==> src/rtl/exc_flush_ctrl_pkg.sv <==
// Shared encodings for the WB-stage exception/flush sequencer.
package exc_flush_ctrl_pkg;

  localparam logic [1:0] S_IDLE     = 2'd0;
  localparam logic [1:0] S_FLUSH    = 2'd1;
  localparam logic [1:0] S_REDIRECT = 2'd2;

  localparam logic [31:0] EXC_VECTOR_DEFAULT = 32'hBFC00380;

  localparam logic [4:0] EXCODE_INT  = 5'h00;
  localparam logic [4:0] EXCODE_ADEL = 5'h04;
  localparam logic [4:0] EXCODE_ADES = 5'h05;
  localparam logic [4:0] EXCODE_SYS  = 5'h08;
  localparam logic [4:0] EXCODE_BP   = 5'h09;
  localparam logic [4:0] EXCODE_RI   = 5'h0a;
  localparam logic [4:0] EXCODE_OV   = 5'h0c;

  localparam logic [1:0] KIND_NONE = 2'd0;
  localparam logic [1:0] KIND_INT  = 2'd1;
  localparam logic [1:0] KIND_EXC  = 2'd2;
  localparam logic [1:0] KIND_ERET = 2'd3;

endpackage

==> src/rtl/exc_prio_enc.sv <==
// Priority select of the WB event kind: interrupt over exception over eret.
module exc_prio_enc
  import exc_flush_ctrl_pkg::*;
#(
  parameter logic [4:0] INT_EXCODE = EXCODE_INT
) (
  input  logic       int_pending,
  input  logic       ws_ex,
  input  logic       ws_eret,
  input  logic [4:0] ws_excode,
  output logic [1:0] kind,
  output logic [4:0] code
);

  always_comb begin
    kind = KIND_NONE;
    code = 5'd0;
    if (int_pending) begin
      kind = KIND_INT;
      code = INT_EXCODE;
    end else if (ws_ex) begin
      kind = KIND_EXC;
      code = ws_excode;
    end else if (ws_eret) begin
      kind = KIND_ERET;
      code = ws_excode;
    end
  end

endmodule

==> src/rtl/exc_flush_ctrl.sv <==
// Takes precise WB events, pulses CP0 and flush, then holds a redirect to IF until accepted.
module exc_flush_ctrl
  import exc_flush_ctrl_pkg::*;
#(
  parameter logic [31:0] EXC_VECTOR = EXC_VECTOR_DEFAULT,
  parameter logic [4:0]  INT_EXCODE = EXCODE_INT
) (
  input  logic        clk,
  input  logic        reset,
  input  logic        ws_valid,
  input  logic        ws_ex,
  input  logic [4:0]  ws_excode,
  input  logic        ws_eret,
  input  logic [31:0] ws_pc,
  input  logic        ws_bd,
  input  logic [31:0] ws_badvaddr,
  input  logic        int_pending,
  input  logic [31:0] cp0_epc,
  output logic        wb_cancel,
  output logic        cp0_ex_we,
  output logic [4:0]  cp0_ex_code,
  output logic [31:0] cp0_ex_pc,
  output logic        cp0_ex_bd,
  output logic [31:0] cp0_ex_badvaddr,
  output logic        cp0_eret_we,
  output logic        flush,
  output logic        fs_redirect_valid,
  output logic [31:0] fs_redirect_pc,
  input  logic        fs_redirect_ready,
  output logic        busy
);

  logic [1:0]  state, state_next;
  logic [1:0]  evt_kind;
  logic [4:0]  evt_code;
  logic        evt;

  logic [1:0]  kind_q;
  logic [4:0]  code_q;
  logic [31:0] pc_q;
  logic        bd_q;
  logic [31:0] badvaddr_q;
  logic [31:0] target_q;

  exc_prio_enc #(
    .INT_EXCODE (INT_EXCODE)
  ) u_prio (
    .int_pending (int_pending),
    .ws_ex       (ws_ex),
    .ws_eret     (ws_eret),
    .ws_excode   (ws_excode),
    .kind        (evt_kind),
    .code        (evt_code)
  );

  // Reset gating keeps wb_cancel quiet while the pipeline is held in reset.
  assign evt = ~reset & (state == S_IDLE) & ws_valid & (evt_kind != KIND_NONE);

  always_comb begin
    state_next = state;
    unique case (state)
      S_IDLE:     if (evt) state_next = S_FLUSH;
      S_FLUSH:    state_next = S_REDIRECT;
      S_REDIRECT: if (fs_redirect_ready) state_next = S_IDLE;
      default:    state_next = S_IDLE;
    endcase
  end

  always_ff @(posedge clk) begin
    if (reset) begin
      state      <= S_IDLE;
      kind_q     <= KIND_NONE;
      code_q     <= 5'd0;
      pc_q       <= 32'd0;
      bd_q       <= 1'b0;
      badvaddr_q <= 32'd0;
      target_q   <= 32'd0;
    end else begin
      state <= state_next;
      if (evt) begin
        kind_q     <= evt_kind;
        code_q     <= evt_code;
        pc_q       <= ws_pc;
        bd_q       <= ws_bd;
        badvaddr_q <= ws_badvaddr;
        // EPC is taken before this block's own CP0 write can disturb it.
        target_q   <= (evt_kind == KIND_ERET) ? cp0_epc : EXC_VECTOR;
      end
    end
  end

  always_comb begin
    wb_cancel         = evt;
    flush             = (state == S_FLUSH);
    cp0_ex_we         = flush & (kind_q != KIND_ERET);
    cp0_eret_we       = flush & (kind_q == KIND_ERET);
    cp0_ex_code       = cp0_ex_we ? code_q : 5'd0;
    cp0_ex_pc         = cp0_ex_we ? pc_q : 32'd0;
    cp0_ex_bd         = cp0_ex_we & bd_q;
    cp0_ex_badvaddr   = cp0_ex_we ? badvaddr_q : 32'd0;
    fs_redirect_valid = (state == S_REDIRECT);
    fs_redirect_pc    = fs_redirect_valid ? target_q : 32'd0;
    busy              = (state != S_IDLE);
  end

endmodule

==> config.mk <==
export PLATFORM = sky130hd
export DESIGN_NAME = exc_flush_ctrl
export DESIGN_NICKNAME = d
export VERILOG_FILES = /design/src/rtl/exc_flush_ctrl_pkg.sv /design/src/rtl/exc_prio_enc.sv /design/src/rtl/exc_flush_ctrl.sv
export SDC_FILE = /design/constraint.sdc
export NUM_CORES = 1
export LEC_CHECK = 0
export ABC_AREA = 0
export ABC_CLOCK_PERIOD_IN_PS = 2250
export CORE_ASPECT_RATIO = 0.6
export CORE_UTILIZATION = 41
export CTS_CLUSTER_DIAMETER = 50
export DETAILED_ROUTE_END_ITERATION = 7
export GPL_TIMING_DRIVEN = 0
export PLACE_DENSITY = 0.84
export SYNTH_ARGS = -nofsm -noshare
export SYNTH_HDL_FRONTEND = slang
export SYNTH_SLANG_ARGS = --single-unit
==> constraint.sdc <==
create_clock -name clk -period 2.25 [get_ports clk]
set_clock_uncertainty 0.05 [all_clocks]
set_input_delay 0.45 -clock clk [delete_from_list [all_inputs] [get_ports clk]]
set_output_delay 0.45 -clock clk [all_outputs]
set_load 0.02 [all_outputs]
==> results of run 1 <==
## state kept, by name, indices dropped and copies added (netlist names)
| name | cells |
|---|---|
| badvaddr_q | 32 |
| pc_q | 32 |
| kind_q | 2 |
| state | 2 |
| target_q | 32 |
| code_q | 5 |
| bd_q | 1 |
## logic make-up after synthesis
logic type,after synthesis,share of synthesized area
AO/OA/AOI/OAI,173,0.208
buffers and inverters,64,0.0574
AND/OR/NAND/NOR,224,0.277
flip-flops,106,0.457
## synthesized netlist by cell type
cell type | n | area (sq um)
or4b_1 | 1 | 10.0
or3_1 | 1 | 6.26
nor2_2 | 1 | 6.26
buf_1 | 3 | 11.3
nor3_1 | 1 | 5.00
or2_2 | 1 | 6.26
clkbuf_1 | 47 | 176
inv_1 | 3 | 11.3
nand3_1 | 66 | 330
nand2b_1 | 2 | 12.5
nor2_1 | 4 | 15.0
buf_2 | 9 | 45.0
o21ai_0 | 85 | 425
a22o_1 | 5 | 43.8
buf_6 | 2 | 22.5
nor4_4 | 1 | 21.3
a21o_1 | 1 | 7.51
nor4b_1 | 1 | 8.76
and3_1 | 1 | 6.26
nand2_1 | 20 | 75.1
a21oi_1 | 68 | 340
and2_1 | 102 | 638
o221a_2 | 11 | 124
o21ai_1 | 1 | 5.00
o221a_1 | 1 | 11.3
nor4b_2 | 1 | 15.0
a221oi_1 | 1 | 8.76
nand4_1 | 20 | 125
nor2b_1 | 1 | 6.26
dfxtp_1 | 106 | 2120
## stage by stage
step                setup TNS, ns  cells  hold slack [ns]  area [sq um]  worst slack (ns)
global placement           -72.67    921            0.391          6970            -0.915
detailed placement         -82.40    921            0.404          6970            -0.930
floorplan                       0    567            0.381          4640             0.160
CTS                        -0.200    943            0.412          7110            -0.101
finish                          0    943            0.414          7070            0.0137
global route                -1.13    943            0.425          7070           -0.0965
## timing repair
action | CTS | global route
resized for setup | 337 | 46
setup buffers | 6 | 1
endpoints found under the setup margin | 155 | 169
pin swaps | 1 | 1
## layout make-up
| cell class | instances | area share |
|---|---|---|
| plain buffers | 60 | 0.0432 |
| inverters | 3 | 0.00159 |
| clock inverters | 4 | 0.00478 |
| well taps | 139 | 0.0246 |
| clock buffers | 12 | 0.0363 |
| multi-input cells | 397 | 0.326 |
| flip-flops and latches | 106 | 0.301 |
| repair buffers | 222 | 0.262 |
## critical path: cells and delay by family
kind,cells,cell delay (ns)
AO/OA/AOI/OAI,1,0.11
buffers and inverters,4,1.54
AND/OR/NAND/NOR,2,0.34
## power by group
| part | internal [mW] | total, mW | switching, mW |
|---|---|---|---|
| clock | 0.823 | 1.52 | 0.700 |
| sequential | 1.95 | 1.99 | 0.0400 |
| combinational | 0.319 | 0.629 | 0.311 |
| total | 3.10 | 4.15 | 1.05 |
## cells in the final DEF (no fill, tap or decap), drive strengths merged, types with 2 or more instances in the layout
master         count
dlygate4sd2       26
and2             102
a22o               5
dlymetal6s2s       4
nor2               5
nand3             66
clkbuf            58
o221a             12
o21ai             86
nor4b              2
nand2b             2
buf               92
clkdlybuf4s50    108
nand2             20
a21oi             68
dfxtp            106
clkdlybuf4s15      6
nand4             20
inv                5
## path summary, 6_finish.rpt
path	endpoint	slack, ns	cells after the start
min reg2reg	target_q[2]	0.41	2
max reg2reg	target_q[12]	0.23	6
min	target_q[2]	0.41	2
max	target_q[3]	0.01	7
## per-layer routing
layer | part of all wire | up-vias | track usage
met5 | 0 | - | 0
met4 | 0.022 | 0 | 0.0869
met3 | 0.074 | 26 | 0.0656
met2 | 0.43 | 219 | 0.405
met1 | 0.47 | 2385 | 0.363
li1 | - | 2444 | -
==> run summary, run 1 <==
CTS buffer count: 9
pwr dens: 586 nW/um^2
Clock Path Buffers: 2
crit path DAT: 2.45 ns
Max H-tree Level: 3
Final Wtd Congestion: 0.889
reg2reg start: state[0]
Mapped Cells: 567
Starting Density: 0.431
HP Start: target_q[2]
Die Ht: 84.4 um
# hold bufs at CTS: 0
number of cell rows: 29
Worst Tran Pin Value: 0.552 ns
Core Util, Final: 0.656
hpwl dp: 11,600 um
violation count after the first detailed-routing iteration: 293
Syn Nets: 676
slowest stage cell, crit path: clkdlybuf4s50_1
flop and latch count out of synthesis: 106
vias per cell: 5.38
final setup fails: 0
post-layout net count: 908
CP Launch Type: primary input
register area share after synthesis: 0.457
n_diodes: 0
worst path cell trace: clkdlybuf4s50_1 -> or3_1 -> clkbuf_1 -> buf_2 -> buf_1 -> nand4_1 -> o21ai_0
Wirelength per Cell: 16.4 um
I/O Pins: 217
first-pass iteration count of the detailed router: 5
Clk pin slew, worst setup/hold paths: 0.07 ns
residual DRC count: 0
Buffers on Ports: 215
peak per-stage delay on the critical path: 0.63 ns
total of max-cap violations: 0
critical path class: in2reg
Leakage: 2.99 nW
total grt overflow: 0
RSZ-0062 raised after global routing: true
first-pass GRT wire length: 24,900 um
CP max FO: 10
P&R area growth vs syn: 52.3%
core area: 10,800 sq um
Period Utilization, post-route: 0.994
crit path launch: ws_ex
final count of hold timing violations: 0
fmax: 0.447 GHz
CTS Sinks: 106
Worst Hold Class: reg2reg
total track usage: 0.264
register area: 2130 sq um
Worst setup EP type: register
status: completed
largest net degree at the start of global routing: 18
die area: 11,800 sq um
filler cell count: 925
Synth Area per Inst: 8.19 sq um
relative slew slack: 0.632
DRT Wirelength: 15,500 um
Max Slew Vio Count: 0
worst-skew pair later-pin latency: 0.34 ns
die width: 139 um
Tmin final: 2.24 ns
via count: 5,074
Synth Warn #: 0
power consumption: 4.15 mW
ratio of cells with drive above 1 in the final layout: 0.173
antenna violations before repair: 0
CTS tree: yes
antenna viol nets, final: 0
vias in the first global route: 4,932
Multi-input gate area: 2310 sq um
CP required: 2.46 ns
Root Driver: clkbuf_16
peak supply drop: 397 uV
Post-Syn Area: 4640 sq um
Synth cell types: 30
Note: power is estimated with default switching activity, not from simulation.
==> inputs of run 2 (changes only) <==
GPL_TIMING_DRIVEN = default   (was 0)
==> run 2 against run 1 <==
  * Sequential power hardly changed
  * Final area down 0.73%
  * Die area unchanged
  * Highest routed layer unchanged
==> run summary, run 2 (synthesis results as in run 1) <==
CP max FO: 2
pwr dens: 585 nW/um^2
hpwl dp: 10,100 um
core area: 10,800 sq um
Regs by FF count: badvaddr_q: 32 flops, pc_q: 32 flops, target_q: 32 flops
fmax: 0.450 GHz
die area: 11,800 sq um
relative slew slack: 0.469
die width: 139 um
Max Slew Vio Count: 0
residual DRC count: 0
Starting Density: 0.431
ratio of cells with drive above 1 in the final layout: 0.163
HP Start: target_q[5]
total of max-cap violations: 0
Worst Hold Class: reg2reg
Period Utilization, post-route: 0.988
Tmin final: 2.22 ns
peak supply drop: 365 uV
FF-to-FF setup slack: 0.35 ns
Max H-tree Level: 3
Seq pwr share: 0.485
Int Pwr: 3.09 mW
vias in the first global route: 4,735
Root Driver: clkbuf_16
Comb pwr share: 0.148
Core Util, Final: 0.651
Sw Ratio: 0.248
CTS tree: yes
Wirelength per Cell: 16.2 um
Psw: 1.02 mW
Worst Tran Pin Value: 0.797 ns
total track usage: 0.244
Clk pin slew, worst setup/hold paths: 0.07 ns
critical path class: in2out
violation count after the first detailed-routing iteration: 260
CTS buffer count: 9
antenna violations before repair: 0
total grt overflow: 0
power consumption: 4.11 mW
Clock Path Buffers: 2
Final Wtd Congestion: 0.826
hold path depth: 2
reg2reg start: state[1]
via count: 4,957
number of cell rows: 29
worst-skew pair later-pin latency: 0.33 ns
RSZ-0062 raised after global routing: true
CP required: 1.75 ns
CP Launch Type: primary input
Leakage: 2.84 nW
commonest non-fill, non-tap cell in the layout: clkdlybuf4s50_1
first-pass iteration count of the detailed router: 6
vias per cell: 5.48
antenna viol nets, final: 0
final count of hold timing violations: 0
CTS Sinks: 106
Worst setup EP type: output pin
final setup fails: 0
Hold EP: target_q[5]
P&R area growth vs syn: 51.2%
Buffers on Ports: 216
R2R depth: 5
Reg2Reg Capture Point: code_q[2]
post-layout net count: 870
Die Ht: 84.4 um
largest net degree at the start of global routing: 73
I/O Pins: 217
DRT Wirelength: 14,700 um
crit path DAT: 1.72 ns
commonest cells after routing, fill and taps aside: clkdlybuf4s50_1 (109), dfxtp_1 (105), and2_1 (102)
filler cell count: 914
first-pass GRT wire length: 23,300 um
n_diodes: 0
status: completed
clock power share: 0.367
==> run 2: worst max-delay path by stage <==
stage,end,startpoint,slack [ns],depth (start not counted)
final,wb_cancel,ws_valid,0.03,4
after global routing,fs_redirect_pc[30],state[1],-0.04,5
after CTS,fs_redirect_pc[11],state[1],-0.008,5
after detailed placement,wb_cancel,ws_valid,-0.63,4
after global placement,wb_cancel,ws_valid,-0.63,4
after floorplan,wb_cancel,reset,0.16,5
==> run 2: stage by stage <==
stage               setup WS [ns]  TNS, ns  std cells  hold slack, ns  cell area, sq um
finish                     0.0268        0        905           0.411              7020
floorplan                   0.160        0        567           0.381              4640
detailed placement         -0.628   -22.13        886           0.399              6980
global route              -0.0418   -0.144        905           0.430              7020
global placement           -0.633   -18.64        886           0.390              6980
CTS                      -0.00821  -0.0246        904           0.409              7290
==> run 2: per-layer routing <==
layer | wire, um | share of wire | track usage
met1 | 6650 | 0.45 | 0.323
met2 | 6800 | 0.46 | 0.408
met3 | 1050 | 0.072 | 0.0525
met4 | 172 | 0.012 | 0.0576
met5 | 0 | 0 | 0
==> run 2: power groups by stage <==
stage / Sequential (mW) / Clock [mW] / Combinational [mW]
6_report: 1.99 / 1.51 / 0.608
5_1_grt: 2.00 / 1.61 / 0.656
4_1_cts: 1.99 / 1.54 / 0.611
3_5_place_dp: 2.03 / 0 / 0.611
3_3_place_gp: 2.03 / 0 / 0.597
2_1_floorplan: 2.02 / 0 / 0.277
==> run 2: cell type report <==
cell class / instances / area, sq um / share of cell area
clock inverter: 4 / 35.0 / 0.00499
multi-input combinational: 397 / 2300 / 0.328
timing repair buffer: 244 / 2110 / 0.301
inverter: 3 / 11.3 / 0.00160
sequential: 106 / 2120 / 0.302
tap: 139 / 174 / 0.0248
clock buffer: 12 / 256 / 0.0365
==> run 2: what timing repair did <==
item / 4_1_cts / 5_1_grt
pin swaps: 0 / 2
setup buffers: 2 / 1
endpoints found under the setup margin: 112 / 76
hold buffers: 0 / 0
resized for setup: 220 / 83
==> run 2: worst max-delay path: stages <==
cell and delay (ns):
clkdlybuf4s50_1 0.48, or4b_4 0.50, nor2_4 0.14, buf_4 0.16
==> inputs of run 3 (changes only) <==
ABC_AREA = 1   (was 0)
ABC_CLOCK_PERIOD_IN_PS = 2200   (was 2250)
CORE_UTILIZATION = 43   (was 41)
clock period = 2.2 ns   (was 2.25 ns; I/O delays follow)
==> run 3 against run 2 <==
  * Core utilization is 0.27 points lower
  * Clock-buffer cell count down 2
  * Wire length rose by 1.2%
  * Non-clock buffer count down 9
  * Critical path depth is 3 higher
  * Synthesized cell count grew 52%
  * First-iteration DRC count grew 2.3%
  * Final area rose by 7.2%
  * Setup slack gained 0.041 ns
  * Critical endpoint is now cp0_ex_pc[27]
  * Largest power group unchanged
==> run summary, run 3 <==
status: completed
Int Pwr: 3.23 mW
Mapped Cells: 863
antenna viol nets, final: 0
pwr dens: 592 nW/um^2
Comb pwr share: 0.193
CP max FO: 20
final count of hold timing violations: 0
peak supply drop: 356 uV
total of max-cap violations: 0
Worst setup EP type: output pin
Post-Syn Area: 5270 sq um
number of cell rows: 30
Max H-tree Level: 3
Setup crit end: cp0_ex_pc[27]
via count: 5,437
fmax: 0.469 GHz
Sw Ratio: 0.275
vias per cell: 4.45
residual DRC count: 0
Wirelength per Cell: 12.2 um
Clock Path Buffers: 2
Async S/R FF share, synth: 0
CTS Sinks: 106
vias in the first global route: 4,824
ratio of cells with drive above 1 in the final layout: 0.106
dominant synthesized flop cell: dfxtp_1
Die Ht: 87.8 um
TNS Setup: 0 ns
count leader, synth: nor2_1
Syn Nets: 972
register area share after synthesis: 0.402
Seq pwr share: 0.474
first-pass iteration count of the detailed router: 7
Tmin final: 2.13 ns
reg2reg start: state[0]
Worst Tran Pin Value: 1.05 ns
CP Launch Type: register
total grt overflow: 0
n_diodes: 0
clock power share: 0.333
RSZ-0062 raised after global routing: false
CTS buffer count: 9
post-layout net count: 1,166
Root Driver: clkbuf_16
EDFF count, synth: 0
critical path class: reg2out
Starting Density: 0.455
largest net degree at the start of global routing: 100
violation count after the first detailed-routing iteration: 266
DRT Wirelength: 14,900 um
Period Utilization, post-route: 0.969
worst-skew pair later-pin latency: 0.33 ns
R2R depth: 8
power consumption: 4.45 mW
total track usage: 0.232
Clk pin slew, worst setup/hold paths: 0.07 ns
final setup fails: 0
I/O Pins: 217
P&R area growth vs syn: 42.7%
Synth Warn #: 0
commonest cells after routing, fill and taps aside: nor2_1 (323), nand2_1 (152), inv_1 (144)
core area: 11,600 sq um
flop and latch count out of synthesis: 106
Synth cell types: 19
hpwl dp: 9880 um
commonest non-fill, non-tap cell in the layout: nor2_1
Area contributors post-synth: dfxtp_1 (40%), nor2_1 (23%), nand2_1 (11%), inv_1 (10%), nand3b_1 (9.3%)
crit path DAT: 1.64 ns
Buffers on Ports: 216
Synth Area per Inst: 6.11 sq um
first-pass GRT wire length: 23,600 um
Leakage: 3.67 nW
Psw: 1.22 mW
Core Util, Final: 0.649
Regs by FF count: badvaddr_q: 32 flops, pc_q: 32 flops, target_q: 32 flops
Synth top area share: 0.402
CP required: 1.71 ns
relative slew slack: 0.301
antenna violations before repair: 0
Synth top cells by count: nor2_1 (324), nand2_1 (153), inv_1 (144)
CTS tree: yes
Reg2Reg Capture Point: pc_q[17]
Worst Hold Class: reg2reg
die width: 145 um
Max Slew Vio Count: 0
FF-to-FF setup slack: 0.22 ns
area leader, netlist: dfxtp_1
die area: 12,700 sq um
crit path launch: state[0]
Final Wtd Congestion: 0.822
-- run 3: worst min-delay path by stage --
stage,start,end,cells after the start
2_1_floorplan,kind_q[0],kind_q[0],2
3_3_place_gp,code_q[4],code_q[4],2
3_5_place_dp,code_q[4],code_q[4],2
4_1_cts,code_q[4],code_q[4],2
5_1_grt,code_q[4],code_q[4],2
6_report,code_q[4],code_q[4],2
-- run 3: layer usage --
metal | vias up | global-route usage | share of wire
met5 | - | 0 | 0
met4 | 0 | 0.0561 | 0.0088
met3 | 11 | 0.0646 | 0.081
met2 | 200 | 0.369 | 0.44
met1 | 2358 | 0.313 | 0.47
li1 | 2868 | - | -
-- run 3: power by group through the flow --
stage                     logic (mW)  clock network (mW)  registers [mW]
after detailed placement       0.879                   0            2.15
after global routing           0.962                1.60            2.12
final                          0.861                1.48            2.11
after floorplan                0.507                   0            2.14
after global placement         0.867                   0            2.14
after CTS                      0.868                1.52            2.11
-- run 3: cells by family after synthesis --
family | Yosys count | synth area share
simple gates | 551 | 0.443
buf+inv | 198 | 0.146
flops | 106 | 0.402
compound gates | 8 | 0.00807
-- run 3: what timing repair did --
action | CTS | global route
pin swaps | 0 | 1
resized for setup | 192 | 100
hold buffers | 0 | 0
gates cloned | 0 | 0
setup endpoints to repair | 106 | 66
setup buffers | 1 | 0
-- run 3: final cells by class --
cell class	instances	area, sq um
multi-input cells	559	2400
repair buffers	235	1980
flip-flops and latches	106	2120
clock buffers	10	229
fillers	1108	4080
clock inverters	5	38.8
inverters	146	551
well taps	160	200
-- run 3: worst max-delay path, stage by stage, from the launching register on --
cell	delay (ns)
dfxtp_1	0.34
inv_1	0.09
nor2_4	0.13
o21ai_4	0.10
buf_6	0.14
buf_12	0.15
nor2_1	0.09
clkdlybuf4s15_2	0.26
-- run 3: stage by stage --
stage	worst slack [ns]	cell area (sq um)	hold slack, ns	instances
3_5_place_dp	-0.206	7590	0.407	1205
2_1_floorplan	0.204	5270	0.390	863
5_1_grt	0.00135	7520	0.446	1221
4_1_cts	-0.0606	7780	0.421	1221
6_report	0.0681	7520	0.420	1221
3_3_place_gp	-0.208	7590	0.399	1205
